### src/rtl/mem_stage.sv
// mem_stage: memory stage of the pipeline.
// Holds a 256x16 data memory, a two-state load FSM, the ALU write-back
// register and the registered branch resolution.
// Build option: define MEM_FWD_EN to add the MEM-to-EX forwarding register
// that drives dataMem; without it dataMem is tied to zero.
//
// state    | meaning
// ---------+-----------------------------------------------------------
// IDLE     | accepting a new instruction; a load request stalls upstream
// RD_WAIT  | load address latched; memory word is written back this edge
module mem_stage (
    input  logic        clock,
    input  logic        resetN,
    input  logic        WRMem,
    input  logic        WMMem,
    input  logic        RMMem,
    input  logic        NEQMem,
    input  logic        JMem,
    input  logic        JCMem,
    input  logic [15:0] acOutValue,
    input  logic [15:0] rs,
    input  logic [1:0]  rdIn,
    input  logic        zeroOut,
    input  logic [15:0] ulaJumpOut,
    output logic [15:0] wbData,
    output logic [1:0]  rdWb,
    output logic        WRWb,
    output logic        pcSrc,
    output logic [15:0] jumpAddr,
    output logic        flush,
    output logic        stall,
    output logic [15:0] dataMem
);

    typedef enum logic {
        ST_IDLE    = 1'b0,
        ST_RD_WAIT = 1'b1
    } state_t;

    state_t      r_state;
    logic [15:0] r_mem [0:255];
    logic [7:0]  r_addr;
    logic [1:0]  r_rd;
    logic [15:0] r_wb_data;
    logic [1:0]  r_rd_wb;
    logic        r_wr_wb;
    logic        r_pc_src;
    logic [15:0] r_jump_addr;
    logic        r_flush;

    logic        w_idle;
    logic        w_store;
    logic        w_load_req;
    logic        w_taken;

    // Decode of the instruction currently presented by EX.
    always_comb begin
        w_idle     = (r_state == ST_IDLE);
        w_store    = w_idle & WMMem;
        w_load_req = w_idle & RMMem & ~WMMem;
        w_taken    = JMem | (JCMem & (NEQMem ? ~zeroOut : zeroOut));
    end

    // Stall is combinational so upstream freezes in the same cycle as the
    // load request; reset masks it because the request may be held high.
    assign stall = resetN & w_load_req;

    // Data memory: no reset, contents persist; stores are ignored in RD_WAIT.
    always_ff @(posedge clock) begin
        if (w_store) begin
            r_mem[acOutValue[7:0]] <= rs;
        end
    end

    // Load FSM with registered write-back and branch outputs.
    always_ff @(posedge clock or negedge resetN) begin
        if (!resetN) begin
            r_state     <= ST_IDLE;
            r_addr      <= '0;
            r_rd        <= '0;
            r_wb_data   <= '0;
            r_rd_wb     <= '0;
            r_wr_wb     <= 1'b0;
            r_pc_src    <= 1'b0;
            r_jump_addr <= '0;
            r_flush     <= 1'b0;
        end else begin
            case (r_state)
                ST_IDLE: begin
                    r_pc_src    <= w_taken;
                    r_flush     <= w_taken;
                    r_jump_addr <= ulaJumpOut;
                    if (WMMem) begin
                        r_wr_wb <= 1'b0;
                    end else if (RMMem) begin
                        r_addr  <= acOutValue[7:0];
                        r_rd    <= rdIn;
                        r_wr_wb <= 1'b0;
                        r_state <= ST_RD_WAIT;
                    end else if (WRMem) begin
                        r_wb_data <= acOutValue;
                        r_rd_wb   <= rdIn;
                        r_wr_wb   <= 1'b1;
                    end else begin
                        r_wr_wb <= 1'b0;
                    end
                end
                ST_RD_WAIT: begin
                    // Inputs are ignored here: upstream is held by stall.
                    r_wb_data <= r_mem[r_addr];
                    r_rd_wb   <= r_rd;
                    r_wr_wb   <= 1'b1;
                    r_pc_src  <= 1'b0;
                    r_flush   <= 1'b0;
                    r_state   <= ST_IDLE;
                end
                default: begin
                    r_state <= ST_IDLE;
                end
            endcase
        end
    end

    assign wbData   = r_wb_data;
    assign rdWb     = r_rd_wb;
    assign WRWb     = r_wr_wb;
    assign pcSrc    = r_pc_src;
    assign jumpAddr = r_jump_addr;
    assign flush    = r_flush;

`ifdef MEM_FWD_EN
    logic [15:0] r_fwd;
    logic        w_fwd_load;
    logic [15:0] w_fwd_value;

    // The forwarding copy is loaded on exactly the edges that set WRWb.
    always_comb begin
        w_fwd_load  = (r_state == ST_RD_WAIT) | (w_idle & WRMem & ~WMMem & ~RMMem);
        w_fwd_value = (r_state == ST_RD_WAIT) ? r_mem[r_addr] : acOutValue;
    end

    // Forwarding register: tracks wbData while WRWb=1, holds otherwise.
    always_ff @(posedge clock or negedge resetN) begin
        if (!resetN) begin
            r_fwd <= '0;
        end else if (w_fwd_load) begin
            r_fwd <= w_fwd_value;
        end
    end

    assign dataMem = r_fwd;
`else
    assign dataMem = 16'h0000;
`endif

endmodule

### config.mk
export PLATFORM = sky130hd
export DESIGN_NAME = mem_stage
export DESIGN_NICKNAME = d
export VERILOG_FILES = /design/src/rtl/mem_stage.sv
export SDC_FILE = /design/constraint.sdc
export NUM_CORES = 2
export LEC_CHECK = 0
export ABC_AREA = 1
export BUFFER_PORTS_ARGS = -buffer_cell sky130_fd_sc_hd__buf_4
export CAP_MARGIN = 15
export CORE_ASPECT_RATIO = 0.5
export CORE_MARGIN = 3
export CORE_UTILIZATION = 42
export CTS_BUF_LIST = sky130_fd_sc_hd__clkbuf_8
export CTS_CLUSTER_DIAMETER = 150
export CTS_CLUSTER_SIZE = 16
export DETAILED_ROUTE_END_ITERATION = 6
export PLACE_DENSITY_LB_ADDON = 0.1
export SYNTH_ARGS = -nofsm -noshare
export SYNTH_HDL_FRONTEND = slang
export SYNTH_SLANG_ARGS = --single-unit
### constraint.sdc
create_clock -name clock -period 3.35 [get_ports clock]
set_input_delay 0.5025 -clock clock [delete_from_list [all_inputs] [get_ports clock]]
set_output_delay 0.5025 -clock clock [all_outputs]
set_load 0.02 [all_outputs]
==> results.md <==
* Maximum clock frequency at 298.5 MHz
* Slew Limit Fails at 0
* Part of the power in combinational logic at 20.4%
* First-pass DRT Iterations at 7
* Finished Core Util at 47.00%
* CTS tree: yes
* Crit. End Element: flip-flop
* Area fraction in compound gates after synthesis at 0.06205%
* Dpl cell area at 179900 um2
* CTS Buf Count at 300
* CP Launch Type: flip-flop
* Most frequent cells in the layout: 4259 x nand2_1, 4096 x edfxtp_1, 4031 x nand3_1
* Synth Warn # at 0
* Residual DRC at 0
* Psw at 31.98 mW
* Root Buffer: clkbuf_8
* Met1 GRT Util at 40.87%
* Post-Synth XOR/XNOR Area at 0.005233%
* Crit path launch: r_addr[0]$_DFFE_PN0P_
* Worst path buffer plus inverter count at 2
* Sequential cell fraction of total power at 55.3%
* Int Pwr at 71.49 mW
* Final worst-path cycle share at 100.0%
* Number of nets still failing antenna checks after routing at 0
* WP data required at 4390 ps
* GPL Wtd Cong at 0.8779
* Commonest non-fill, non-tap cell in the layout: nand2_1
* GR Util met2 at 39.88%
* Crit-path leading delay family: simple AND/OR/NAND/NOR gates
* Crit path time final at 3350 ps
* Die Area at 406600 um2
* Clock skew at 76.68 ps
* Internal reg-to-reg setup slack at -0.2 ps
* Min-Delay Path Class: input port to flip-flop
* Vias/cell at 5.688
* R2R depth at 14
* Status: finished, violations left
* Area growth syn-to-layout at 11.11%
* Final Hold Viols at 0
* HPWL Detailed at 340800 um
* Worst-Margin Slew at 1082 ps
* R2r endpoint: wbData[12]$_DFFE_PN0P_
* Fin area at 186000 um2
* Post-Synth Adder-Cell Area at 0%
* CP Capture Point: wbData[12]$_DFFE_PN0P_
* Switching power share of the total at 30.91%
* Tot GR Track Use at 26.73%
* Leak Pwr at 64.86 nW
* CP Depth at 14
* Post-Syn Instances at 13830
* VDD IR-drop max at 0.0003226 V
* Vias in the first global route at 104400
* IO Pins at 113
* Main combinational cell family by area after synthesis: simple AND/OR/NAND/NOR gates
* Mux share of post-synthesis cell area at 0%
* GR Util met3 at 4.609%
* CP Class: flip-flop to flip-flop
* Max Fanout on Critical Path at 103
* Largest net degree at the start of global routing at 104
* Worst hold slack at 155.7 ps
* Htree depth at 5
* Worst skew pair latency at 1110 ps
* Detailed Route WL at 561100 um
* Ratio of cells with drive above 1 in the final layout at 10.34%
* Power consumption at 103.5 mW
* Post-Synth Simple-Gate Area at 22.44%
* Failing checks: negative setup slack
* Setup Viol. Count Final at 1
* Initial antenna violation count at 23
* Slowest CP cell: dfrtp_4
* Core Region at 395700 um2
* Vias at 112000
* PwrDens at 556.4 nW/um2
* Die height at 452.4 um
* Slowest cell delay on critical path at 590 ps
* Row count at 163
* Crit path cell chain: buf_12, buf_12, nand2_1, nand3_1, nand3_1, nand3_1, nand3_1, nand3_1, nand3_1, nand3_1, nand2_1, nand2_1, nand2_1, nand2_1
* Seq cells post-synth at 4143
* Nets at 14360
* Final setup TNS at -0.1958 ps
* Clock Tree Buf Depth at 4
* Initial Utilization at 42.30%
* Most Crowded Layer GR: met1
* Syn Std Cell Area at 167400 um2
* Sequential area share after synthesis at 74.19%
* Mean Syn Cell Area at 12.10 um2
* Total grt overflow at 0
* Die X at 898.8 um
* Synth cell types at 22
* Clk sinks at 4143
* DRT iter0 DRCs at 15130
* First-pass GRT wire length at 794600 um
* Final setup margin at -0.1958 ps
* Routed wire per std cell at 28.49 um
* Buffers on Ports at 96
* Slew headroom at 27.57%
* Reg clk slew, reported paths at 110 ps
* Max-cap violations at 0
* CP arrival at 4390 ps
* Clock power share at 24.3%
* Reg-to-reg startpoint: r_addr[0]$_DFFE_PN0P_
* CP most frequent cell: nand3_1
-- kinds of logic after synthesis --
logic type | Yosys count
AOI/OAI and AO/OA | 20
xor gates and xnor gates | 1
buffers and inverters | 1013
DFF | 4143
other | 1
and+or+nand+nor | 8649
-- routing by layer --
metal  share of wire, %  wire, um  up-vias
li1                   -         -    49850
met1                 45    251800    56710
met2                 44    245700     4831
met3                8.7     48540      628
met4                2.7     14930        6
met5             0.0073        41        -
-- worst min-delay path by stage --
stage	startpoint	endpoint	slack [ps]	cells past startpoint
finish	ulaJumpOut[0]	jumpAddr[0]$_DFFE_PN0N_	160	4
global route	ulaJumpOut[6]	jumpAddr[6]$_DFFE_PN0N_	90	4
CTS	ulaJumpOut[6]	jumpAddr[6]$_DFFE_PN0N_	20	4
detailed placement	resetN	flush$_DFF_PN0_	360	1
global placement	resetN	flush$_DFF_PN0_	360	1
floorplan	resetN	WRWb$_DFF_PN0_	210	0
-- sequential cells by signal, summed over array words and instances, names as in the netlist --
signal,flops
wbData,16
WRWb,1
r_rd,2
rdWb,2
r_addr,8
flush,1
r_state,1
jumpAddr,16
r_mem,4096
-- metrics by stage --
stage / setup slack, ps / std cells
final: -0.1958 / 19690
after global routing: -5.953 / 19690
after CTS: 0.1545 / 19670
after detailed placement: -261.8 / 19190
after global placement: -263.6 / 19190
after floorplan: 855.1 / 13840
-- power groups by stage --
stage	Combinational (mW)	Sequential, mW	Clock (mW)
3_3_place_gp	20.5	58.4	0
2_1_floorplan	10.6	58.3	0
3_5_place_dp	20.5	58.4	0
5_1_grt	22.5	57.2	27.5
4_1_cts	20.7	57.2	25.7
6_report	21.1	57.2	25.1
-- synthesized netlist by cell type --
cell type  number  share of area, %
clkinv_1        3            0.0067
o21ai_0         8             0.024
buf_2         502               1.5
buf_8           2             0.018
edfxtp_1     4096                73
conb_1          1            0.0022
xor2_1          1            0.0052
buf_4         178              0.80
a31oi_1         3             0.011
nand2_1      4275               9.6
nor2_1        305              0.68
nor3_1          1            0.0030
nand3_1      4068                12
clkinv_2        1            0.0030
buf_6          51              0.34
inv_1          40             0.090
a21oi_1         9             0.027
buf_12          1             0.012
buf_1          77              0.17
dfrtp_1        47              0.70
inv_4           2            0.0075
clkbuf_1      156              0.35
-- tightest hold or removal path: stages --
cell	delay [ps]
dlygate4sd3_1	530
buf_4	100
nand2_1	40
nand2_1	50
-- timing repair --
item                                    CTS  global route
buffers inserted                          0            12
hold buffers                             77             0
resized for setup                        20            45
gates cloned                              2             7
endpoints found under the hold margin   932             0
endpoints found under the setup margin   11            15
-- cell type report --
class / instances / area [um2]
Fill cell: 35630 / 209700
Sequential cell: 4143 / 124200
Antenna cell: 9 / 22.52
Tap cell: 5280 / 6606
Timing Repair inverter: 1 / 8.758
Timing Repair Buffer: 1127 / 12150
Clock buffer: 304 / 4184
Multi-Input combinational cell: 8686 / 38120
Inverter: 46 / 254.0
Clock inverter: 98 / 427.9
(Power assumes the default switching activity.)
